**src/rtl/full_adder.sv**
```systemverilog
// Single-bit full adder with a combinational result, a valid-qualified
// registered copy of it, and saturating operation/carry statistics counters.
module full_adder #(
  parameter int unsigned CNT_W = 16
) (
  input  logic             clk,
  input  logic             rst_n,
  input  logic             a,
  input  logic             b,
  input  logic             cin,
  output logic             sum,
  output logic             cout,
  input  logic             in_valid,
  output logic             sum_q,
  output logic             cout_q,
  output logic             out_valid,
  input  logic             clr,
  output logic [CNT_W-1:0] op_count,
  output logic [CNT_W-1:0] carry_count
);

  localparam logic [CNT_W-1:0] CNT_MAX = '1;

  logic             res_sum_d,   res_sum_q;
  logic             res_cout_d,  res_cout_q;
  logic             valid_d,     valid_q;
  logic [CNT_W-1:0] op_cnt_d,    op_cnt_q;
  logic [CNT_W-1:0] carry_cnt_d, carry_cnt_q;

  always_comb begin
    sum  = a ^ b ^ cin;
    cout = (a & b) | (cin & (a ^ b));
  end

  always_comb begin
    res_sum_d   = res_sum_q;
    res_cout_d  = res_cout_q;
    valid_d     = in_valid;
    op_cnt_d    = op_cnt_q;
    carry_cnt_d = carry_cnt_q;

    if (in_valid) begin
      res_sum_d  = sum;
      res_cout_d = cout;
    end

    // clr wins over a same-cycle operation; the result path above is unaffected
    if (clr) begin
      op_cnt_d    = '0;
      carry_cnt_d = '0;
    end else if (in_valid) begin
      if (op_cnt_q != CNT_MAX) begin
        op_cnt_d = op_cnt_q + 1'b1;
      end
      if (cout && (carry_cnt_q != CNT_MAX)) begin
        carry_cnt_d = carry_cnt_q + 1'b1;
      end
    end
  end

  always_ff @(posedge clk or negedge rst_n) begin
    if (!rst_n) begin
      res_sum_q   <= 1'b0;
      res_cout_q  <= 1'b0;
      valid_q     <= 1'b0;
      op_cnt_q    <= '0;
      carry_cnt_q <= '0;
    end else begin
      res_sum_q   <= res_sum_d;
      res_cout_q  <= res_cout_d;
      valid_q     <= valid_d;
      op_cnt_q    <= op_cnt_d;
      carry_cnt_q <= carry_cnt_d;
    end
  end

  assign sum_q       = res_sum_q;
  assign cout_q      = res_cout_q;
  assign out_valid   = valid_q;
  assign op_count    = op_cnt_q;
  assign carry_count = carry_cnt_q;

endmodule

```
**config.mk**
```make
export PLATFORM = sky130hd
export DESIGN_NAME = full_adder
export DESIGN_NICKNAME = d
export VERILOG_FILES = /design/src/rtl/full_adder.sv
export SDC_FILE = /design/constraint.sdc
export NUM_CORES = 1
export LEC_CHECK = 0
export CAP_MARGIN = 20
export CORE_MARGIN = 5
export CORE_UTILIZATION = 50
export CTS_BUF_LIST = sky130_fd_sc_hd__clkbuf_4
export DETAILED_ROUTE_END_ITERATION = 10
export GPL_ROUTABILITY_DRIVEN = 0
export GPL_TIMING_DRIVEN = 1
export PLACE_DENSITY = 0.77
export SLEW_MARGIN = 10
export SYNTH_ARGS = -nofsm -noshare
export SYNTH_HDL_FRONTEND = slang
export SYNTH_SLANG_ARGS = --single-unit
export TNS_END_PERCENT = 1
```
**constraint.sdc**
```tcl
create_clock -name clk -period 5 [get_ports clk]
set_clock_uncertainty 0.2 [all_clocks]
set_input_delay 0.5 -clock clk [delete_from_list [all_inputs] [get_ports clk]]
set_output_delay 0.5 -clock clk [all_outputs]
set_load 0.05 [all_outputs]
```
# After elaboration in Yosys (flattened, before gate mapping)
# Index checks and enable logic that the tools add are counted.
# word_totals
reg_bits,35
wordCells,26
# op_classes
n_mux,6
bitwise_logic,5
reduce_logical,6
eq_ne,2
add_sub_neg,2
# ops
operator,n
$mux W16,6
$add A16 B1 Y16 const B,2
$ne A16 B16 Y1 const B,2
$reduce_bool A2 Y1,3
$reduce_and A2 Y1,2
$and A1 B1 Y1,2
$xor A1 B1 Y1,2
$logic_and A1 B1 Y1,1
$or A1 B1 Y1,1

# Logic depth before layout (Yosys ltp)
# Gate-level depths: netlist of the first run.
# logic_depth
ltp_word,7
depth_mapped,6

# Least setup slack after synthesis of the first run
# OpenSTA, ideal clock, no wires.
# synth_timing
kind,input -> register
start,input b
end,"register carry_cnt_q[9], in the netlist carry_count[9]"
stages,6
t_required_ns,4.722
setup_time_ns,0.078
slack_ns,2.459
n_path_buf,1
arrival_time_ns,2.263
cell_sequence,fa_1 > nand2_2 > or2_2 > clkbuf_1 > or4_1 > a21oi_1
# synth_via
elab_chain_len,6
word_cells_on_any_way,7
# synth_lines
item,line_no,rtl
from (decl),9,"input logic b,"
$xor A1 B1 Y1,32,cout = (a & b) | (cin & (a ^ b));
$and A1 B1 Y1,32,
$or A1 B1 Y1 (*),32,
$logic_and A1 B1 Y1 (*),55,if (cout && (carry_cnt_q != CNT_MAX)) begin
$reduce_bool A2 Y1 (no source line) (*),-,
$reduce_and A2 Y1 (no source line) (*),-,
to (signal assigned),73,carry_cnt_q <= carry_cnt_d;
to (decl),28,"logic [CNT_W-1:0] carry_cnt_d, carry_cnt_q;"
# Every way passes the cells marked *; elsewhere a longest branch is shown, timed or not.
# A chain may end at the register's enable or synchronous reset.

# Worst setup path after layout of the first run
# layout_timing
start,input a
end,output sum
# layout_via
elab_chain_len,2
# layout_lines
item,line_no,rtl
from (decl),8,"input logic a,"
$xor A1 B1 Y1 (2 in series),31,sum = a ^ b ^ cin;
to (decl),11,"output logic sum,"
# No other way between the ends.

==> results of run 1 <==
[registers in the layout, indices dropped and copies added, names as in the netlist]
name and cells:
sum_q 1, carry_count 16, cout_q 1, op_count 16, out_valid 1
[worst min path at each step]
stage | from | to | slack (ps) | depth (start not counted)
6_report | sum_q | sum_q | 320 | 1
5_1_grt | sum_q | sum_q | 360 | 1
4_1_cts | sum_q | sum_q | 320 | 1
3_5_place_dp | sum_q | sum_q | 300 | 1
3_3_place_gp | sum_q | sum_q | 300 | 1
2_1_floorplan | rst_n | carry_count[0] | 4 | 0
[power breakdown]
group | switching, W | internal, W
Sequential | 0.00000435 | 0.000288
Combinational | 0.0000486 | 0.0000240
Clock | 0.000100 | 0.000103
[worst reg2reg max path, delay by kind of cell, from the launching register on]
kind             cells  cell delay (ps)
AND/OR/NAND/NOR      2             1090
flip-flops           1              440
AO/OA/AOI/OAI        2              370
[stage by stage]
step	total power [W]	instances	hold slack, ps	util (%)
3_5_place_dp	0.000372	295	296	62.9
2_1_floorplan	0.000342	208	4.41	-
6_report	0.000568	303	319	64.8
3_3_place_gp	0.000371	295	301	62.9
5_1_grt	0.000591	303	359	64.8
4_1_cts	0.000576	303	323	64.8
[placed cells by master, fill, tap and decap left out, types with 5 or more instances in the layout]
cell type and instances:
nand2_1 16, inv_1 5, clkdlybuf4s50_1 43, or3_1 10, o31ai_1 7, or4_1 8, nand3_1 11, o21ai_0 12
clkbuf_4 5, nor2_1 11, a21oi_1 21, nand4_1 9, dfrtp_1 35, nor4_1 5
[metal layers]
| metal | global-route usage (%) | up-vias |
|---|---|---|
| li1 | - | 904 |
| met1 | 26.4 | 877 |
| met2 | 33.6 | 59 |
| met3 | 4.51 | 9 |
| met4 | 6.04 | 0 |
| met5 | 0 | - |
[logic make-up (layout without fill, tap and decap cells)]
family	count (synthesis)	in the layout	synth area share, %
AOI/OAI and AO/OA	57	57	18.0
muxes	6	6	3.18
DFF	35	35	43.7
adders and majority gates	3	3	2.25
and+or+nand+nor	94	94	30.3
buffers and inverters	13	58	2.68
[area by class of cell]
cell class / count / area, um^2
clock inverters: 3 / 38.8
well taps: 50 / 62.6
flip-flops and latches: 35 / 876
fillers: 344 / 1390
inverters: 5 / 18.8
clock buffers: 5 / 37.5
repair buffers: 45 / 445
multi-input cells: 160 / 1080
==> results.cfg, run 1 <==
[critical_path]
r2r_slack_ps = 2840
path_depth = 3
startpoint = a
start_kind = input pin
crit_fanout = 2
cp_common_cell = clkdlybuf4s50_1
critPathMaxStageDelay_ps = 800
slowest_stage = clkdlybuf4s50_1
critPathCapture = sum
reg2regPathDepth = 4
r2r_start = carry_count[13]
critPathRequiredTime_ps = 4300
crit_arrival_ps = 2290
crit_type = input pin to output pin
path_buf_inv = 2
crit_family = buffers and inverters
r2r_end = carry_count[4]
end_kind = output pin
worstPathCellList = clkdlybuf4s50_1 > fa_1 > clkdlybuf4s50_1

[floorplanning]
core_area_mm2 = 0.00394
rows = 23
die_area_mm2 = 0.00538
die_w_um = 73.3
start_util_pct = 50.9
die_h_um = 73.3
io_pins = 44

[clock_network]
cts_buffers = 5
cts_buffer_depth = 2
post_cts_resized = 0
h-tree-depth = 2
clock-sinks = 35
clk_pin_slew_worst_paths_ps = 110
clk_latency_ps = 340
ctsHoldBuffers = 0
post-cts-setup-buffers = 0
cts-root-buf = clkbuf_4
tritoncts = done

[finish]
design_area_mm2 = 0.00255
syn2layout_area_growth_pct = 27.4
fin_nets = 262
n_antenna_cell = 0
drive_gt1_share_pct = 9.09

[drt]
top_layer = met4
drt_first_iter_violations = 133
viasPerCell = 6.10
wl_per_cell_um = 16.2
drc = 0
met3_length_um = 275
wl_um = 4920
wl_met1_um = 2180
route.met2.wl_um = 2400
vias = 1849
drtAntennaViolNets = 0
first_pass_iters = 4

[logic_synthesis]
synth_top_flop_cell = dfrtp_1
synth-edff-count = 0
syn_area_per_cell_um2 = 9.64
synth_fp_nets = 218
ys_ff_latch = 35
ys_seq_area_share_pct = 43.7
async_reset_ff_share_pct = 100
netlist_area_mm2 = 0.00201
yosysWarnings = 0
synth_cell_types = 44
synth.most_common_cell = dfrtp_1
yosys.area.top_type = dfrtp_1
synth_area_leaders = dfrtp_1, a21oi_1, or3_1, o21ai_0, nand2_1
yosys-top-cells-count = dfrtp_1, a21oi_1, nand2_1
syn_inst = 208
yosysTopAreaCellShare_pct = 43.7

[global_route]
grt_usage_pct = 20.2
overflow = 0
grt_pass1_wl_um = 8480
grt_pass1_vias = 1800
grt_max_degree = 36
antenna_found_initial = 0

[timing]
clock.fmax_mhz = 334
slew_viol_final = 0
fin_crit_ps = 2990
final-hold-violation-count = 0
setup_violations = 0
fin_crit_sh_pct = 59.8
tightestPinTransition_ps = 890
grt_setup_unrepaired = no
fin_setup_tns_ps = 0
max_slew_margin_pct = 40.1
worst_slack_ps = 2010

[job]
drv_cap = 0

[placed_design]
place_ws_ps = 2000
dp_hpwl_um = 3410
place_area_mm2 = 0.00248
portBuffers = 43

[outcome]
outcome = complete, no violations

[power_and_ir_drop]
ir_worst_vdd_mv = 0.130
p_leak_nw = 0.975
power_density_mw_per_mm2 = 222

[min_path]
hold_class = flop to flop
Note: power is estimated with default switching activity, not from simulation.
==> inputs of run 2 (changes only) <==
- CORE_UTILIZATION: 50 -> 47
- PLACE_DENSITY: 0.77 -> 0.76
- clock period: 5 -> 2.51 ns (I/O delays scaled with it)
==> results.cfg, run 2 (synthesis gave the netlist of run 1 again) <==
[power_and_ir_drop]
power_density_mw_per_mm2 = 438
p_comb_share_pct = 13.5
p_sw_w = 0.000309
clock_power_share_pct = 35.5
ir_worst_vdd_mv = 0.233
seq_power_share_pct = 51.1
p_leak_nw = 1.01
power_switching_share_pct = 27.0
power.internal_w = 0.000834

[drt]
drtAntennaViolNets = 0
wl_um = 4860
drt_first_iter_violations = 131
wl_per_cell_um = 15.7
first_pass_iters = 4
vias = 1877
viasPerCell = 6.07
drc = 0

[finish]
syn2layout_area_growth_pct = 30.0
fin_nets = 268
drive_gt1_share_pct = 12.0
n_antenna_cell = 0
final_common_cell = clkdlybuf4s50_1
final_cell_mix = clkdlybuf4s50_1, dfrtp_1, a21oi_1, nand2_1, o21ai_0

[critical_path]
r2r_end = carry_count[13]
r2r_slack_ps = 400
slowest_stage = clkdlybuf4s50_1
end_kind = output pin
crit_fanout = 9
critPathMaxStageDelay_ps = 880
r2r_start = carry_count[3]
path_depth = 1
crit_family = buffers and inverters
critPathRequiredTime_ps = 2060
crit_type = flop to output pin
path_buf_inv = 1
startpoint = carry_count[3]
critPathCapture = carry_count[3]
start_kind = flop
reg2regPathDepth = 4
worstPathCellList = clkdlybuf4s50_1
crit_arrival_ps = 1800

[clock_network]
cts_buffers = 5
clk_pin_slew_worst_paths_ps = 120
post-cts-setup-buffers = 0
h-tree-depth = 2
clk_latency_ps = 350
cts_buffer_depth = 2
tritoncts = done
post_cts_resized = 0
cts-root-buf = clkbuf_4
clock-sinks = 35
ctsHoldBuffers = 0

[timing]
tightestPinTransition_ps = 560
holdWs_ps = 101
grt_setup_unrepaired = no
slew_viol_final = 0
final-hold-violation-count = 0
fin_crit_ps = 2250
clock.fmax_mhz = 444
fin_crit_sh_pct = 89.8
setup_violations = 0
fin_setup_tns_ps = 0
max_slew_margin_pct = 62.4

[global_route]
overflow = 0
grt_pass1_vias = 1875
grt_usage_pct = 19.2
antenna_found_initial = 0
grt_max_degree = 36
grt_pass1_wl_um = 8580

[placed_design]
dp_hpwl_um = 3470
portBuffers = 43

[floorplanning]
io_pins = 44
die_h_um = 75.3
rows = 23
start_util_pct = 49.4
die_area_mm2 = 0.00567
core_area_mm2 = 0.00406
die_w_um = 75.3

[job]
drv_cap = 0

[outcome]
outcome = complete, no violations

[min_path]
hold_class = input pin to asynchronous set/reset pin
## run 2: how the worst min path moves through the flow
stage / startpoint / endpoint / slack (ps) / cells after the start
after CTS: rst_n / op_count[7] / 120 / 2
final: rst_n / op_count[7] / 100 / 2
after floorplan: rst_n / carry_count[0] / -240 / 0
after global placement: sum_q / sum_q / 300 / 1
after global routing: rst_n / op_count[3] / 130 / 2
after detailed placement: sum_q / sum_q / 300 / 1
## run 2: through the flow
stage                     worst slack [ps]  util [%]  std cells  power [W]  area (um^2)
after floorplan                        210         -        208   0.000681         2010
after global placement                 123      62.4        301   0.000749         2530
after detailed placement              48.6      62.4        301   0.000751         2530
after CTS                              240      64.3        309    0.00116         2610
after global routing                   180      64.3        309    0.00119         2610
final                                  256      64.3        309    0.00114         2610
## run 2: power by group through the flow
stage / Combinational (W) / Sequential (W) / Clock, W
2_1_floorplan: 0.0000500 / 0.000631 / 0
3_3_place_gp: 0.000155 / 0.000594 / 0
3_5_place_dp: 0.000156 / 0.000595 / 0
4_1_cts: 0.000156 / 0.000584 / 0.000415
5_1_grt: 0.000165 / 0.000586 / 0.000442
6_report: 0.000154 / 0.000584 / 0.000406
## run 2: area by class of cell
cell class / count / area (um^2)
clock buffer: 5 / 37.5
inverter: 5 / 18.8
tap: 50 / 62.6
multi-input combinational: 160 / 1080
fill: 347 / 1450
timing repair buffer: 51 / 498
clock inverter: 3 / 38.8
sequential: 35 / 876
## run 2: routing by layer
metal / vias to the layer above / part of all wire, % / track usage, %
met5: - / 0 / 0
met2: 43 / 49 / 32.0
met4: 0 / 1.4 / 6.41
met3: 8 / 4.7 / 4.09
met1: 912 / 45 / 24.8
li1: 914 / - / -
